==> src/rtl/gated_pipe.sv <==
// gated_pipe: DEPTH-stage valid/ready pipeline whose registers load only under their gate,
// with global freeze, synchronous clear, inverted-gating alt capture and saturating stall counter.
module gated_pipe #(
  parameter int WIDTH = 32,
  parameter int DEPTH = 4,
  parameter int CNT_W = 16,
  parameter logic [WIDTH-1:0] XOR_CONST = WIDTH'(32'h12341234)
) (
  input  logic             clk,
  input  logic             reset_l,
  input  logic             clear,
  input  logic             enable,
  input  logic             in_valid,
  output logic             in_ready,
  input  logic [WIDTH-1:0] in_data,
  output logic             out_valid,
  input  logic             out_ready,
  output logic [WIDTH-1:0] out_data,
  output logic [WIDTH-1:0] alt_data,
  output logic [CNT_W-1:0] hold_cnt
);
  logic [DEPTH-1:0] valid_q, valid_d, up_v;
  logic [WIDTH-1:0] data_q [DEPTH];
  logic [WIDTH-1:0] data_d [DEPTH];
  logic [WIDTH-1:0] up_d [DEPTH];
  logic [DEPTH:0]   rdy;
  logic [WIDTH-1:0] alt_q, alt_d;
  logic [CNT_W-1:0] cnt_q, cnt_d;
  logic             go, hold;

  assign up_v[0] = in_valid;
  assign up_d[0] = in_data;
  for (genvar s = 1; s < DEPTH; s++) begin : g_up
    assign up_v[s] = valid_q[s-1];
    assign up_d[s] = data_q[s-1];
  end

  always_comb begin
    rdy[DEPTH] = out_ready;
    for (int i = DEPTH - 1; i >= 0; i--) rdy[i] = !valid_q[i] || rdy[i+1];
  end

  assign go        = enable && !clear;
  assign hold      = go && valid_q[DEPTH-1] && !out_ready;
  assign in_ready  = reset_l && go && rdy[0];
  assign out_valid = valid_q[DEPTH-1];
  assign out_data  = data_q[DEPTH-1];
  assign alt_data  = alt_q;
  assign hold_cnt  = cnt_q;

  // data only ever captures a valid upstream word; an invalid load just drops the valid bit
  always_comb begin
    valid_d = valid_q;
    data_d  = data_q;
    for (int i = 0; i < DEPTH; i++) begin
      if (clear) begin
        valid_d[i] = 1'b0;
        data_d[i]  = '0;
      end else if (enable && rdy[i]) begin
        valid_d[i] = up_v[i];
        if (up_v[i]) data_d[i] = up_d[i];
      end
    end
  end

  assign alt_d = clear ? '0 : !enable ? ~data_q[DEPTH-1] ^ XOR_CONST : alt_q;
  assign cnt_d = clear ? '0 : (hold && cnt_q != '1) ? cnt_q + 1'b1 : cnt_q;

  always_ff @(posedge clk or negedge reset_l) begin
    if (!reset_l) begin
      valid_q <= '0;
      data_q  <= '{default: '0};
      alt_q   <= '0;
      cnt_q   <= '0;
    end else begin
      valid_q <= valid_d;
      data_q  <= data_d;
      alt_q   <= alt_d;
      cnt_q   <= cnt_d;
    end
  end
endmodule

==> config.mk <==
export PLATFORM = sky130hd
export DESIGN_NAME = gated_pipe
export DESIGN_NICKNAME = d
export VERILOG_FILES = /design/src/rtl/gated_pipe.sv
export SDC_FILE = /design/constraint.sdc
export NUM_CORES = 1
export LEC_CHECK = 0
export ABC_AREA = 1
export CAP_MARGIN = 10
export CORE_UTILIZATION = 58
export DETAILED_ROUTE_END_ITERATION = 10
export PLACE_DENSITY = 0.94
export SLEW_MARGIN = 20
export SYNTH_ARGS = -nofsm -noshare
export SYNTH_HDL_FRONTEND = slang
export SYNTH_SLANG_ARGS = --single-unit
==> constraint.sdc <==
create_clock -name clk -period 2.95 [get_ports clk]
set_input_delay 0.4425 -clock clk [delete_from_list [all_inputs] [get_ports clk]]
set_output_delay 0.4425 -clock clk [all_outputs]
set_load 0.05 [all_outputs]
==> results of run 1 <==
[synth_stat cells, types with 2 or more instances]
library cell and n:
nand2_2 2, buf_6 5, buf_2 22, nor2_1 17, nand4_1 4, o21ai_1 60
dfrtp_1 180, inv_2 4, buf_4 33, nand2_1 284, o21bai_1 3, o31ai_1 24
o21ai_0 5, inv_1 46, nor2_2 3, xor2_1 4, nand3_1 114, clkbuf_1 12
buf_1 6, nor2_4 4, nand3_2 3
[logic make-up (layout without fill, tap and decap cells)]
kind of cell | Yosys count | in the layout | share of synthesized area
simple gates | 435 | 435 | 0.2432
flops | 180 | 180 | 0.5877
xor+xnor | 4 | 4 | 0.004570
buf+inv | 130 | 216 | 0.08847
fa+ha+maj | 1 | 1 | 0.001632
compound gates | 96 | 96 | 0.07444
[routing by layer]
metal / track usage / up-vias / part of all wire
met1: 0.3539 / 3045 / 0.40
li1: - / 2854 / -
met5: 0 / - / 0
met2: 0.4505 / 356 / 0.49
met4: 0.1418 / 0 / 0.038
met3: 0.07673 / 79 / 0.078
[worst max-delay path, stage by stage]
cell and delay [ns]:
clkdlybuf4s50_1 0.66, inv_2 0.22, nor2_4 0.16, and3_1 0.22
buf_12 0.14
[state kept, by name (all words and copies together), names as in the netlist]
| register | count |
|---|---|
| data_q | 96 |
| hold_cnt | 16 |
| valid_q | 4 |
| alt_data | 32 |
| out_data | 32 |
[placed cells by master, fill, tap and decap left out, types with 3 or more instances in the layout]
master / Yosys / final
o21ai_0: 5 / 5
nor2_1: 17 / 15
nand3_1: 114 / 114
clkdlybuf4s50_1: 0 / 117
nand3_2: 3 / 3
dfrtp_1: 180 / 180
inv_2: 4 / 4
clkbuf_16: 0 / 17
nor2_4: 4 / 4
xor2_1: 4 / 4
nand2_1: 284 / 284
o21bai_1: 3 / 3
nand4_1: 4 / 4
buf_4: 33 / 12
nor2_2: 3 / 5
clkbuf_1: 12 / 4
o21ai_1: 60 / 60
inv_1: 46 / 46
o31ai_1: 24 / 24
clkinv_2: 0 / 4
[final timing paths]
kind	endpoint	slack [ns]	startpoint
worst min register to register	data_q[94]	0.47	data_q[94]
worst max-delay path	in_ready	0.66	enable
max in group asynchronous	data_q[80]	1.37	reset_l
min in group asynchronous	hold_cnt[3]	0.51	reset_l
worst max register to register	data_q[69]	1.17	valid_q[3]
worst min-delay path	data_q[94]	0.47	data_q[94]
[area by class of cell]
type | instances | area (µm²) | share of cell area
Multi-Input combinational cell | 536 | 2501 | 0.2688
Timing Repair Buffer | 133 | 1323 | 0.1421
Clock inverter | 9 | 103.9 | 0.01116
Sequential cell | 180 | 4504 | 0.4840
Inverter | 51 | 191.4 | 0.02057
Tap cell | 172 | 215.2 | 0.02312
Clock buffer | 23 | 467.9 | 0.05028
[stage by stage]
stage	area [µm²]	cells	hold slack (ns)	util
after floorplan	7665	846	0.1469	-
after global placement	8717	1071	0.3940	0.6824
after detailed placement	8717	1071	0.3970	0.6824
after CTS	9299	1104	0.4771	0.7280
after global routing	9306	1104	0.4949	0.7286
final	9306	1104	0.4737	0.7286
[repair_timing]
item                                   CTS  global route
endpoints found under the hold margin   42             0
hold buffers                             1             0
setup endpoints to repair                0             0
[power by group through the flow]
stage | Clock, µW | Combinational (µW) | Sequential (µW)
3_5_place_dp | 0 | 372 | 2590
3_3_place_gp | 0 | 366 | 2590
2_1_floorplan | 0 | 125 | 2660
5_1_grt | 2320 | 412 | 2550
6_report | 2200 | 378 | 2550
4_1_cts | 2210 | 378 | 2550
==> results_dict.tcl, run 1 <==
set metrics [dict create \
    ys_ff_latch 180 \
    cap_violations 0 \
    cts.sinks 180 \
    ys_types 32 \
    post_cts_resized 0 \
    num-fill-cells 806 \
    wl_um 18190 \
    wl_per_cell_um 16.47 \
    rows 41 \
    place_congestion 0.8185 \
    synth-edff-count 0 \
    critPathLaunchType "input port" \
    synth_area_leaders "dfrtp_1, nand2_1, nand3_1" \
    maxSlewHeadroom 0.4816 \
    hold_violations 0 \
    hold_path.class "register to register" \
    clock_latency_ns 0.43 \
    p_comb_frac 0.074 \
    post_cts_buffers 0 \
    tns_ns 0 \
    clkPwrFrac 0.429 \
    vias 6334 \
    die-area_um2 13680 \
    clockRootBuffer "clkbuf_16" \
    finalWorstSetupSlack_ns 0.6646 \
    ios 120 \
    finalSetupViolations 0 \
    fmax_ghz 0.4376 \
    skew_ns 0.008419 \
    synthArstFlopShare 1.000 \
    cp-end-kind "output port" \
    nNetsFinal 958 \
    ys_seq_area_frac 0.5877 \
    netlist_area_um2 7665 \
    ant_nets 0 \
    syn_to_final_growth_pct 21.42 \
    antennaDiodeCount 0 \
    drt_iter0_drc 748 \
    cts_tree "done" \
    rsz0062_at_grt "no" \
    peakVddDrop_v 0.0003213 \
    vias_per_cell 5.737 \
    synth_top_flop_cell "dfrtp_1" \
    start_util 0.6001 \
    yosysTopAreaCell "dfrtp_1" \
    p_int_uw 3926 \
    cts_inserted_buffers 17 \
    grt_pass1_wl_um 29200 \
    numPortBuffers 119 \
    antenna_found_initial 0 \
    hold_depth 2 \
    seqPwrFrac 0.497 \
    dp_slack_ns 0.4079 \
    ys_warn_count 0 \
    finalCritPeriodShare 0.7747 \
    leakage_uw 0.004402 \
    drc 0 \
    path_clk_slew_ns 0.06 \
    p_total_uw 5128 \
    swShare 0.2344 \
    clockBufferDepth 2 \
    status "finished clean" \
    worstPathRequired_ns 2.51 \
    r2r_cells 8 \
    grt_pass1_vias 5935 \
    power_density_nw_per_um2 551.0 \
    worstMarginPinSlew_ns 0.7747 \
    synthCells 846 \
    syn-num-nets 885 \
    drt-pass1-iter-count 6 \
    post-dp-hpwl_um 11130 \
    p_switching_uw 1202 \
    synth.avg_cell_area_um2 9.060 \
    grt_overflow 0 \
    die_h_um 117.0 \
    grt_usage 0.2809 \
    finalMaxSlewViolations 0 \
    worstSetupPathType "input port to output port" \
    grt_max_degree 139 \
    crit_arrival_ns 1.84 \
    crit_fanout 12 \
    cts-htree-levels 4 \
    layout_min_cycle_time_ns 2.285 \
    yosys.area.top_type_share 0.5877 \
    die_w_um 117.0 \
    core-area_um2 12770 \
    layout-drive-gt1-share 0.06974 \
]
(Power assumes the default switching activity.)
==> run 2, diff against run 1 <==
CORE_UTILIZATION = 54   (was 58)
PLACE_DENSITY = 0.89   (was 0.94)
clock period = 2.2 ns   (was 2.95 ns; I/O delays follow)
==> run 2 against run 1 <==
First-iteration DRC count down 14%. Critical endpoint unchanged. Critical path depth unchanged. Wire length decreased by 4.8%. Largest cell class unchanged. Combinational power rose by 37%. Clock-buffer cell count unchanged. Clock skew shrank 0.0015 ns. Non-clock buffer count rose by 2.
==> results_dict.tcl, run 2 (same netlist as run 1, synthesis figures left out) <==
set metrics [dict create \
    placed_cells 1082 \
    crit_arrival_ns 1.80 \
    regArea_um2 4504 \
    finalSetupViolations 0 \
    wl_per_cell_um 15.56 \
    hold_violations 0 \
    cap_violations 0 \
    peakVddDrop_v 0.0004753 \
    p_switching_uw 1604 \
    post_cts_buffers 0 \
    place_congestion 0.8425 \
    cts_inserted_buffers 17 \
    syn_to_final_growth_pct 22.56 \
    grt_pass1_wl_um 29020 \
    skew_ns 0.006889 \
    finalCritPeriodShare 0.9671 \
    grt_usage 0.2551 \
    swShare 0.2285 \
    worstMarginPinSlew_ns 0.9278 \
    power_density_nw_per_um2 747.3 \
    largest_reg_flops 96 \
    final_common_cell "nand2_1" \
    start_util 0.5522 \
    fmax_ghz 0.4700 \
    clock_latency_ns 0.43 \
    cp-end-kind "output port" \
    wl_um 17320 \
    die_w_um 121.1 \
    p_total_uw 7021 \
    drc 0 \
    worstPathRequired_ns 1.87 \
    rsz0062_at_grt "no" \
    finalMaxSlewViolations 0 \
    crit_fanout 7 \
    leakage_uw 0.004432 \
    post-dp-hpwl_um 11040 \
    hold_buffers 0 \
    grt_overflow 0 \
    vias 6154 \
    antennaDiodeCount 0 \
    worstSetupPathType "input port to output port" \
    ios 120 \
    numPortBuffers 119 \
    r2r_cells 9 \
    drt_iter0_drc 645 \
    layout-drive-gt1-share 0.07288 \
    grt_pass1_vias 5857 \
    tns_ns 0 \
    layout_min_cycle_time_ns 2.128 \
    layout_common_cells "nand2_1, dfrtp_1, clkdlybuf4s50_1" \
    multi_input_comb_area_um2 2511 \
    clkPwrFrac 0.440 \
    maxSlewHeadroom 0.3815 \
    die-area_um2 14670 \
    p_int_uw 5417 \
    cts_tree "done" \
    hold_path.class "input port to asynchronous set/reset pin" \
    antenna_found_initial 0 \
    post_cts_resized 0 \
    fin_cells 1113 \
    rows 43 \
    drt-pass1-iter-count 5 \
    path_clk_slew_ns 0.06 \
    clockBufferDepth 2 \
    status "finished clean" \
    vias_per_cell 5.529 \
    seqPwrFrac 0.486 \
    ant_nets 0 \
    nNetsFinal 960 \
    die_h_um 121.1 \
    fin_util 0.6768 \
    critPathLaunchType "input port" \
    core-area_um2 13880 \
    regMostFlops "data_q" \
    whs_ns 0.06872 \
    cts.sinks 180 \
    num-fill-cells 1004 \
    cts-htree-levels 4 \
    clockRootBuffer "clkbuf_16" \
    grt_max_degree 181 \
    p_comb_frac 0.074 \
]
run 2: final cells by class:
class	instances	area share
Tap cell	180	0.02397
Multi-Input combinational cell	536	0.2673
Timing Repair Buffer	135	0.1448
Sequential cell	180	0.4795
Clock buffer	23	0.05088
Clock inverter	8	0.01319
Inverter	51	0.02038
run 2: critical path, cell delays in order:
cell and delay [ns]:
clkdlybuf4s50_1 0.67, buf_4 0.28, nor2_4 0.15, and3_1 0.22, buf_12 0.15
run 2: final timing paths:
path                              start           end  slack, ns
min in group clk            in_data[10]   data_q[106]       0.44
hold / removal                  reset_l  alt_data[10]       0.07
setup reg to reg             valid_q[3]    data_q[82]       0.35
hold reg to reg            alt_data[20]  alt_data[20]       0.47
max in group asynchronous       reset_l   data_q[115]       1.45
setup / recovery                  clear      in_ready       0.07
run 2: stage by stage:
stage               worst slack (ns)  area [µm²]
global placement             -0.1989        8775
finish                       0.07231        9394
floorplan                     0.3613        7665
global route                 0.03050        9394
CTS                          0.08952        9389
detailed placement           -0.1369        8787
run 2: layer usage:
| layer | up-vias | wire (µm) | share of wire | track usage |
|---|---|---|---|---|
| li1 | 2863 | - | - | - |
| met3 | 27 | 1103 | 0.064 | 0.05827 |
| met5 | - | 0 | 0 | 0 |
| met2 | 251 | 8652 | 0.50 | 0.4157 |
| met1 | 3013 | 7268 | 0.42 | 0.3370 |
| met4 | 0 | 299 | 0.017 | 0.08796 |
run 2: power groups by stage:
stage	registers, µW	clock network [µW]	logic (µW)
global placement	3470	0	511
CTS	3420	3110	523
global route	3420	3270	560
finish	3420	3090	519
detailed placement	3470	0	518
floorplan	3570	0	167
